$ cat src/rtl/sy_npu_mem_arb.sv
// Round-robin A-channel arbiter for NPU bus masters. An in-order owner FIFO
// records which requester issued each transaction so D responses route back to it.
module sy_npu_mem_arb #(
  parameter int unsigned NUM_REQ   = 2,
  parameter int unsigned A_W       = 128,
  parameter int unsigned D_W       = 128,
  parameter int unsigned MAX_OUTST = 4
) (
  input  logic                   clk_i,
  input  logic                   rst_ni,
  input  logic [NUM_REQ-1:0]     req_a_valid_i,
  output logic [NUM_REQ-1:0]     req_a_ready_o,
  input  logic [NUM_REQ*A_W-1:0] req_a_bits_i,
  input  logic [NUM_REQ-1:0]     req_a_last_i,
  output logic [NUM_REQ-1:0]     req_d_valid_o,
  input  logic [NUM_REQ-1:0]     req_d_ready_i,
  output logic [D_W-1:0]         req_d_bits_o,
  output logic                   mem_a_valid_o,
  input  logic                   mem_a_ready_i,
  output logic [A_W-1:0]         mem_a_bits_o,
  output logic                   mem_a_last_o,
  input  logic                   mem_d_valid_i,
  output logic                   mem_d_ready_o,
  input  logic [D_W-1:0]         mem_d_bits_i,
  input  logic                   mem_d_last_i,
  output logic                   busy_o
);

  localparam int unsigned IDX_W = (NUM_REQ > 1) ? $clog2(NUM_REQ) : 1;
  localparam int unsigned PTR_W = (MAX_OUTST > 1) ? $clog2(MAX_OUTST) : 1;
  localparam int unsigned CNT_W = PTR_W + 1;

  typedef enum logic {ST_IDLE, ST_BURST} state_e;

  state_e           state_q, state_d;
  logic [IDX_W-1:0] rr_ptr_q, rr_ptr_d;
  logic [IDX_W-1:0] gnt_q, gnt_d;
  logic [PTR_W-1:0] wr_ptr_q, wr_ptr_d;
  logic [PTR_W-1:0] rd_ptr_q, rd_ptr_d;
  logic [CNT_W-1:0] cnt_q, cnt_d;
  logic [IDX_W-1:0] fifo_mem_q [MAX_OUTST];

  logic [A_W-1:0]   a_bits_arr [NUM_REQ];
  logic             win_found;
  logic [IDX_W-1:0] win_idx;
  logic             in_burst;
  logic [IDX_W-1:0] gnt_idx;
  logic             gnt_vld;
  logic             sel_valid;
  logic             sel_last;
  logic [A_W-1:0]   sel_bits;
  logic [IDX_W-1:0] head_idx;
  logic             head_ready;
  logic             fifo_empty;
  logic             fifo_full;
  logic             d_pop;
  logic             a_block;
  logic             a_take;
  logic             a_hs;
  logic             a_push;

  for (genvar g = 0; g < NUM_REQ; g++) begin : g_slice
    assign a_bits_arr[g] = req_a_bits_i[g*A_W +: A_W];
  end

  function automatic logic [PTR_W-1:0] ptr_inc(input logic [PTR_W-1:0] p);
    return (p == PTR_W'(MAX_OUTST - 1)) ? '0 : p + PTR_W'(1);
  endfunction

  // Round-robin pick: first valid at or above rr_ptr, then wrap to the bottom.
  always_comb begin
    win_found = 1'b0;
    win_idx   = '0;
    for (int unsigned k = 0; k < NUM_REQ; k++) begin
      if (!win_found && req_a_valid_i[k] && (IDX_W'(k) >= rr_ptr_q)) begin
        win_found = 1'b1;
        win_idx   = IDX_W'(k);
      end
    end
    for (int unsigned k = 0; k < NUM_REQ; k++) begin
      if (!win_found && req_a_valid_i[k]) begin
        win_found = 1'b1;
        win_idx   = IDX_W'(k);
      end
    end
  end

  assign in_burst = (state_q == ST_BURST);
  assign gnt_idx  = in_burst ? gnt_q : win_idx;
  assign gnt_vld  = in_burst | win_found;
  assign head_idx = fifo_mem_q[rd_ptr_q];

  always_comb begin
    sel_valid  = 1'b0;
    sel_last   = 1'b0;
    sel_bits   = '0;
    head_ready = 1'b0;
    for (int unsigned k = 0; k < NUM_REQ; k++) begin
      if (gnt_idx == IDX_W'(k)) begin
        sel_valid = req_a_valid_i[k];
        sel_last  = req_a_last_i[k];
        sel_bits  = a_bits_arr[k];
      end
      if (head_idx == IDX_W'(k)) begin
        head_ready = req_d_ready_i[k];
      end
    end
  end

  assign fifo_empty = (cnt_q == '0);
  assign fifo_full  = (cnt_q == CNT_W'(MAX_OUTST));

  assign mem_d_ready_o = rst_ni & ~fifo_empty & head_ready;
  assign d_pop         = mem_d_valid_i & mem_d_ready_o & mem_d_last_i;
  // A full FIFO only stalls new transactions when no slot frees up this cycle.
  assign a_block       = ~in_burst & fifo_full & ~d_pop;
  assign a_take        = rst_ni & gnt_vld & mem_a_ready_i & ~a_block;
  assign mem_a_valid_o = rst_ni & gnt_vld & sel_valid & ~a_block;
  assign mem_a_bits_o  = sel_bits;
  assign mem_a_last_o  = sel_last;
  assign a_hs          = mem_a_valid_o & mem_a_ready_i;
  assign a_push        = a_hs & ~in_burst;

  assign req_d_bits_o  = mem_d_bits_i;
  assign busy_o        = ~fifo_empty | in_burst;

  always_comb begin
    req_a_ready_o = '0;
    req_d_valid_o = '0;
    for (int unsigned k = 0; k < NUM_REQ; k++) begin
      req_a_ready_o[k] = a_take & (gnt_idx == IDX_W'(k));
      req_d_valid_o[k] = rst_ni & mem_d_valid_i & ~fifo_empty & (head_idx == IDX_W'(k));
    end
  end

  always_comb begin
    state_d  = state_q;
    gnt_d    = gnt_q;
    rr_ptr_d = rr_ptr_q;
    wr_ptr_d = wr_ptr_q;
    rd_ptr_d = rd_ptr_q;
    cnt_d    = cnt_q;
    if (a_hs) begin
      if (sel_last) begin
        state_d  = ST_IDLE;
        rr_ptr_d = (gnt_idx == IDX_W'(NUM_REQ - 1)) ? '0 : gnt_idx + IDX_W'(1);
      end else begin
        state_d = ST_BURST;
        gnt_d   = gnt_idx;
      end
    end
    if (a_push) begin
      wr_ptr_d = ptr_inc(wr_ptr_q);
    end
    if (d_pop) begin
      rd_ptr_d = ptr_inc(rd_ptr_q);
    end
    if (a_push && !d_pop) begin
      cnt_d = cnt_q + CNT_W'(1);
    end else if (!a_push && d_pop) begin
      cnt_d = cnt_q - CNT_W'(1);
    end
  end

  always_ff @(posedge clk_i or negedge rst_ni) begin
    if (!rst_ni) begin
      state_q  <= ST_IDLE;
      gnt_q    <= '0;
      rr_ptr_q <= '0;
      wr_ptr_q <= '0;
      rd_ptr_q <= '0;
      cnt_q    <= '0;
      for (int unsigned i = 0; i < MAX_OUTST; i++) begin
        fifo_mem_q[i] <= '0;
      end
    end else begin
      state_q  <= state_d;
      gnt_q    <= gnt_d;
      rr_ptr_q <= rr_ptr_d;
      wr_ptr_q <= wr_ptr_d;
      rd_ptr_q <= rd_ptr_d;
      cnt_q    <= cnt_d;
      if (a_push) begin
        fifo_mem_q[wr_ptr_q] <= gnt_idx;
      end
    end
  end

endmodule
$ cat config.mk
export PLATFORM = sky130hd
export DESIGN_NAME = sy_npu_mem_arb
export DESIGN_NICKNAME = d
export VERILOG_FILES = /design/src/rtl/sy_npu_mem_arb.sv
export SDC_FILE = /design/constraint.sdc
export NUM_CORES = 1
export LEC_CHECK = 0
export BUFFER_PORTS_ARGS = -buffer_cell sky130_fd_sc_hd__buf_4
export CORE_AREA = 2 2 255 257
export CTS_CLUSTER_SIZE = 8
export DETAILED_ROUTE_END_ITERATION = 8
export DIE_AREA = 0 0 257 259
export MAX_ROUTING_LAYER = met4
export PLACE_DENSITY_LB_ADDON = 0.12
export SYNTH_ARGS = -nofsm -noshare
export SYNTH_HDL_FRONTEND = slang
export SYNTH_SLANG_ARGS = --single-unit
$ cat constraint.sdc
create_clock -name clk_i -period 4.6 [get_ports clk_i]
set_input_delay 1.38 -clock clk_i [delete_from_list [all_inputs] [get_ports clk_i]]
set_output_delay 1.38 -clock clk_i [all_outputs]
set_load 0.01 [all_outputs]
==> results.yml, run 1 <==
clock_tree:
  cts_hold_buf: 0
  ctsResizeCount: 0
  post_cts_buffers: 0
  clockBufferDepth: 2
  cts_root_buffer: "clkbuf_16"
  cts_sinks: 14
  clkLatencyLatePin_ns: 0.24
  cts-htree-levels: 1
  cts_tree: "yes"
  clk_pin_slew_worst_paths_ns: 0.05
  numCtsBuffers: 3
timing:
  hold_viol: 0
  worst_pin_slew_ns: 0.673
  fin_skew_ns: 0.00576
  setup_viol: 0
  rsz0062_at_grt: "false"
  max_freq_mhz: 239
  timing.final.max_slew_violations: 0
  fin_setup_tns_ns: 0
  period_minus_slack_ns: 4.19
  slew_headroom_pct: 54.8
  fin_crit_sh_pct: 91.1
route:
  wirelength_mm: 22.4
  ant_nets: 0
  first_pass_iters: 4
  first_iter_violations: 80
  drc: 0
  vias: 3660
  wl_per_cell_um: 15.0
  via_per_inst: 2.46
critical_path:
  critPathRequiredTime_ns: 3.22
  path_class: "in2out"
  cp-end-kind: "output port"
  cp-startpoint: "req_a_valid_i[0]"
  r2r_start: "rd_ptr_q[0]$_DFFE_PN0P_"
  crit_path_start_kind: "input port"
  crit_fanout: 27
  worst-endpoint-arrival_ns: 2.81
cells_and_area:
  drive_gt1_share_pct: 88.5
  antenna_cells: 0
  fin_cells: 1488
  nets: 1036
  area_delta_synth_final_pct: 97.3
die:
  die_area_sq_um: 66600
  die_x_um: 257
  io_pins: 659
  die_h_um: 259
  rows: 93
  initial_core_util_pct: 5.31
  core-area_sq_um: 63900
synth:
  ys_types: 33
  avgSynthCellArea_sq_um: 9.50
  synth_edf_count: 0
  async_flop_share_pct: 100
  netlist_area_sq_um: 3390
  seq_area_frac_synth_pct: 10.3
  ys_ff_latch: 14
  postSynthCellCount: 357
  synthFlopType: "dfrtp_1"
  syn_nets: 759
  synth_warnings: 0
place:
  portBuffers: 402
  gp_congestion: 0.766
  hpwl_mm: 20.8
  dp_cells: 1484
global_routing:
  grt_start_max_net_pins: 30
  grt_pass1_vias: 3984
  gr-total-overflow: 0
  antenna_found_initial: 0
  grt_first_pass_wirelength_mm: 28.7
  grt_use_total_pct: 6.24
power:
  p_sw_mw: 1.20
  pwr-share-clk_pct: 6.3
  power.leakage_nw: 3.00
  ir_drop_mv: 0.228
  p_int_mw: 1.75
  swShare_pct: 40.6
  comb_power_share_pct: 85.2
  p_seq_share_pct: 8.5
  pwr_density_cell_nw_per_um2: 440
worst_hold_path:
  min_from: "fifo_mem_q[0]$_DFFE_PN0P_"
  hold_path.class: "reg2reg"
run_status:
  status: "completed"
job:
  drv_cap: 0
## cell type report
type / count / area, sq um
fillers: 7394 / 57200
repair buffers: 416 / 3190
multi-input cells: 191 / 1970
well taps: 855 / 1070
flip-flops and latches: 14 / 350
clock buffers: 4 / 88.8
inverters: 8 / 30.0
## power groups by stage
stage	combinational, mW	clock (mW)	sequential (mW)
6_report	2.51	0.184	0.251
4_1_cts	2.58	0.190	0.256
3_3_place_gp	2.61	0	0.260
2_1_floorplan	1.42	0	0.230
5_1_grt	2.71	0.199	0.264
3_5_place_dp	2.57	0	0.258
## sequential cells by signal (all words and copies together) (netlist names)
| name | cells |
|---|---|
| fifo_mem_q | 4 |
| cnt_q | 3 |
| rd_ptr_q | 2 |
| wr_ptr_q | 2 |
| gnt_q | 1 |
| in_burst | 1 |
| rr_ptr_q | 1 |
## worst paths after layout
check | endpoint | slack [ns] | cells past startpoint
max reg2reg | cnt_q[2]$_DFFE_PN0P_ | 1.70 | 12
min reg2reg | fifo_mem_q[0]$_DFFE_PN0P_ | 0.49 | 1
min in group asynchronous | cnt_q[2]$_DFFE_PN0P_ | 1.10 | 2
max in group asynchronous | rd_ptr_q[0]$_DFFE_PN0P_ | 3.29 | 2
min | fifo_mem_q[0]$_DFFE_PN0P_ | 0.49 | 1
max | mem_a_bits_o[10] | 0.41 | 7
## cells in the mapped netlist (2+ instances only)
cell | count | area [sq um]
nand2b_1 | 3 | 18.8
ha_1 | 6 | 75.1
inv_1 | 8 | 30.0
buf_6 | 2 | 22.5
mux2i_1 | 2 | 20.0
nand2_1 | 5 | 18.8
nor2b_1 | 2 | 12.5
mux2_2 | 133 | 1500
mux2_1 | 5 | 56.3
nand3_1 | 6 | 30.0
xor2_1 | 2 | 17.5
nor3_1 | 4 | 20.0
nor2_1 | 7 | 26.3
buf_4 | 129 | 968
dfrtp_1 | 14 | 350
buf_2 | 12 | 60.1
## cells in the final DEF, fill, tap and decap left out, drive strengths merged, types with 3 or more instances in the layout
master    n
buf     416
clkbuf    4
dfrtp    14
ha        6
inv       8
mux2    138
mux2i     3
nand2     6
nand2b    3
nand3     6
nor2      7
nor3      4
## critical path, cell delays in order
cell,delay [ns]
buf_4,0.12
nor2b_1,0.15
o21ai_4,0.19
buf_12,0.20
buf_12,0.20
mux2_2,0.40
buf_4,0.15
## cell families (layout without fill, tap and decap cells)
kind of cell / count (synthesis) / count (layout) / synth area share, %
buf+inv: 152 / 428 / 32.0
mux: 142 / 142 / 47.5
simple gates: 31 / 31 / 4.76
flops: 14 / 14 / 10.3
compound gates: 8 / 8 / 1.92
fa+ha+maj: 7 / 7 / 2.80
xor+xnor: 3 / 3 / 0.774
## layer usage
metal,wire length [um],GRT usage (%),vias up
li1,-,-,1655
met1,6520,5.22,1566
met2,11900,11.8,383
met3,3070,3.02,56
met4,857,2.29,0
met5,0,-,-
## through the flow
step | power (mW) | worst slack, ns | instance area (sq um) | util (%) | hold slack, ns
floorplan | 1.65 | 0.726 | 3390 | - | 0.459
CTS | 3.03 | 0.367 | 6690 | 10.5 | 0.500
global placement | 2.87 | 0.377 | 6610 | 10.3 | 0.473
global route | 3.18 | 0.329 | 6690 | 10.5 | 0.517
finish | 2.94 | 0.408 | 6690 | 10.5 | 0.491
detailed placement | 2.83 | 0.373 | 6610 | 10.3 | 0.489
(Power assumes the default switching activity.)
==> inputs of run 2 (changes only) <==
--- a/config.mk
+++ b/config.mk
@@ -12,6 +12,7 @@
 export DIE_AREA = 0 0 257 259
 export MAX_ROUTING_LAYER = met4
 export PLACE_DENSITY_LB_ADDON = 0.12
+export SETUP_SLACK_MARGIN = 0.5
 export SYNTH_ARGS = -nofsm -noshare
 export SYNTH_HDL_FRONTEND = slang
 export SYNTH_SLANG_ARGS = --single-unit
==> results.yml, run 2 (synthesis results as in run 1) <==
timing:
  slew_headroom_pct: 54.1
  fin_crit_sh_pct: 90.1
  layout_setup_ws_ns: 0.455
  fin_skew_ns: 0.00788
  setup_viol: 0
  max_freq_mhz: 241
  hold_viol: 0
  rsz0062_at_grt: "true"
  period_minus_slack_ns: 4.15
  hold_slack_ns: 0.491
  timing.final.max_slew_violations: 0
  worst_pin_slew_ns: 0.684
  fin_setup_tns_ns: 0
cells_and_area:
  drive_gt1_share_pct: 89.2
  regMostFlops: "fifo_mem_q"
  mostFrequentLayoutCell: "buf_4"
  fin_cells: 1502
  antenna_cells: 0
  top_regs: "fifo_mem_q (4), cnt_q (3)"
  area_delta_synth_final_pct: 113
  most-common-layout-cells: "buf_4, mux2_2, mux2_4, buf_6, dfrtp_1"
  nets: 1050
  postLayoutCoreUtil_pct: 11.3
  largest_reg_flops: 4
critical_path:
  cp-end-kind: "output port"
  critPathRequiredTime_ns: 3.22
  path_class: "in2out"
  worst-endpoint-arrival_ns: 2.77
  crit_path_start_kind: "input port"
  crit_fanout: 8
clock_tree:
  cts_root_buffer: "clkbuf_16"
  cts-htree-levels: 1
  clockBufferDepth: 2
  cts_hold_buf: 0
  clk_pin_slew_worst_paths_ns: 0.05
  clkLatencyLatePin_ns: 0.25
  cts_sinks: 14
  cts_tree: "yes"
  numCtsBuffers: 3
power:
  ir_drop_mv: 0.238
  power.leakage_nw: 3.34
  pwr_density_cell_nw_per_um2: 492
place:
  gp_congestion: 0.766
  hpwl_mm: 20.8
  dp_cells: 1484
  dp_slack_ns: 0.373
  portBuffers: 402
route:
  vias: 3753
  wl_per_cell_um: 16.2
  ant_nets: 0
  wirelength_mm: 24.4
  first_iter_violations: 84
  via_per_inst: 2.50
  first_pass_iters: 3
  drc: 0
die:
  initial_core_util_pct: 5.31
  core-area_sq_um: 63900
  die_area_sq_um: 66600
  die_x_um: 257
  io_pins: 659
  die_h_um: 259
  rows: 93
global_routing:
  grt_start_max_net_pins: 24
  grt_first_pass_wirelength_mm: 30.5
  gr-total-overflow: 0
  grt_pass1_vias: 4092
  antenna_found_initial: 1
  grt_use_total_pct: 6.71
worst_hold_path:
  hold_path.class: "reg2reg"
run_status:
  status: "completed"
job:
  drv_cap: 0
## run 2: cell types whose count changed in the layout (fill, tap and decap cells not counted), moves of 2 or more
cell,before,now
buf_8,0,7
buf_4,411,379
mux2_4,0,34
buf_12,5,3
buf_16,0,6
mux2_2,133,100
buf_6,0,34
## run 2: cell type report
cell class | count | area, sq um
fillers | 7358 | 56600
well taps | 855 | 1070
multi-input cells | 191 | 2110
flip-flops and latches | 14 | 350
repair buffers | 430 | 3580
inverters | 8 | 30.0
clock buffers | 4 | 88.8
## run 2: stage by stage
step	power [mW]	area, sq um
6_report	3.56	7230
5_1_grt	3.82	7230
4_1_cts	3.54	7110
3_5_place_dp	2.83	6610
3_3_place_gp	2.87	6610
2_1_floorplan	1.65	3390
## run 2: power breakdown
group          total [mW]  internal [mW]  switching, mW
Clock               0.186          0.132         0.0540
Sequential          0.254          0.182         0.0717
Combinational        3.12           1.84           1.28
Total                3.56           2.15           1.41
## run 2: critical path, cell delays in order
cell,delay (ns)
buf_8,0.10
nor2b_4,0.12
o21ai_4,0.21
buf_6,0.17
buf_12,0.17
buf_8,0.15
mux2_4,0.31
buf_6,0.12
## run 2: timing repair
action / 4_1_cts / 5_1_grt
cloned: 4 / 1
gates resized for setup: 62 / 30
pin swaps: 0 / 1
endpoints found under the setup margin: 95 / 84
endpoints found under the hold margin: 0 / 0
buffers inserted: 8 / 1
## run 2: path summary, 6_finish.rpt
path	from	to	slack (ns)	cells after the start
max	req_a_valid_i[0]	mem_a_bits_o[67]	0.45	8
min	fifo_mem_q[0]$_DFFE_PN0P_	fifo_mem_q[0]$_DFFE_PN0P_	0.49	1
max reg2reg	rd_ptr_q[0]$_DFFE_PN0P_	cnt_q[2]$_DFFE_PN0P_	1.71	12
min reg2reg	fifo_mem_q[0]$_DFFE_PN0P_	fifo_mem_q[0]$_DFFE_PN0P_	0.49	1
max in group asynchronous	rst_ni	rd_ptr_q[0]$_DFFE_PN0P_	3.29	2
min in group asynchronous	rst_ni	cnt_q[2]$_DFFE_PN0P_	1.09	2
## run 2: routing by layer
| metal | up-vias | track usage (%) | routed length [um] | part of all wire (%) |
|---|---|---|---|---|
| met3 | 56 | 2.91 | 2960 | 12 |
| met2 | 377 | 12.7 | 12800 | 53 |
| met5 | - | - | 0 | 0 |
| met4 | 0 | 2.29 | 864 | 3.5 |
| met1 | 1635 | 5.90 | 7720 | 32 |
| li1 | 1685 | - | - | - |
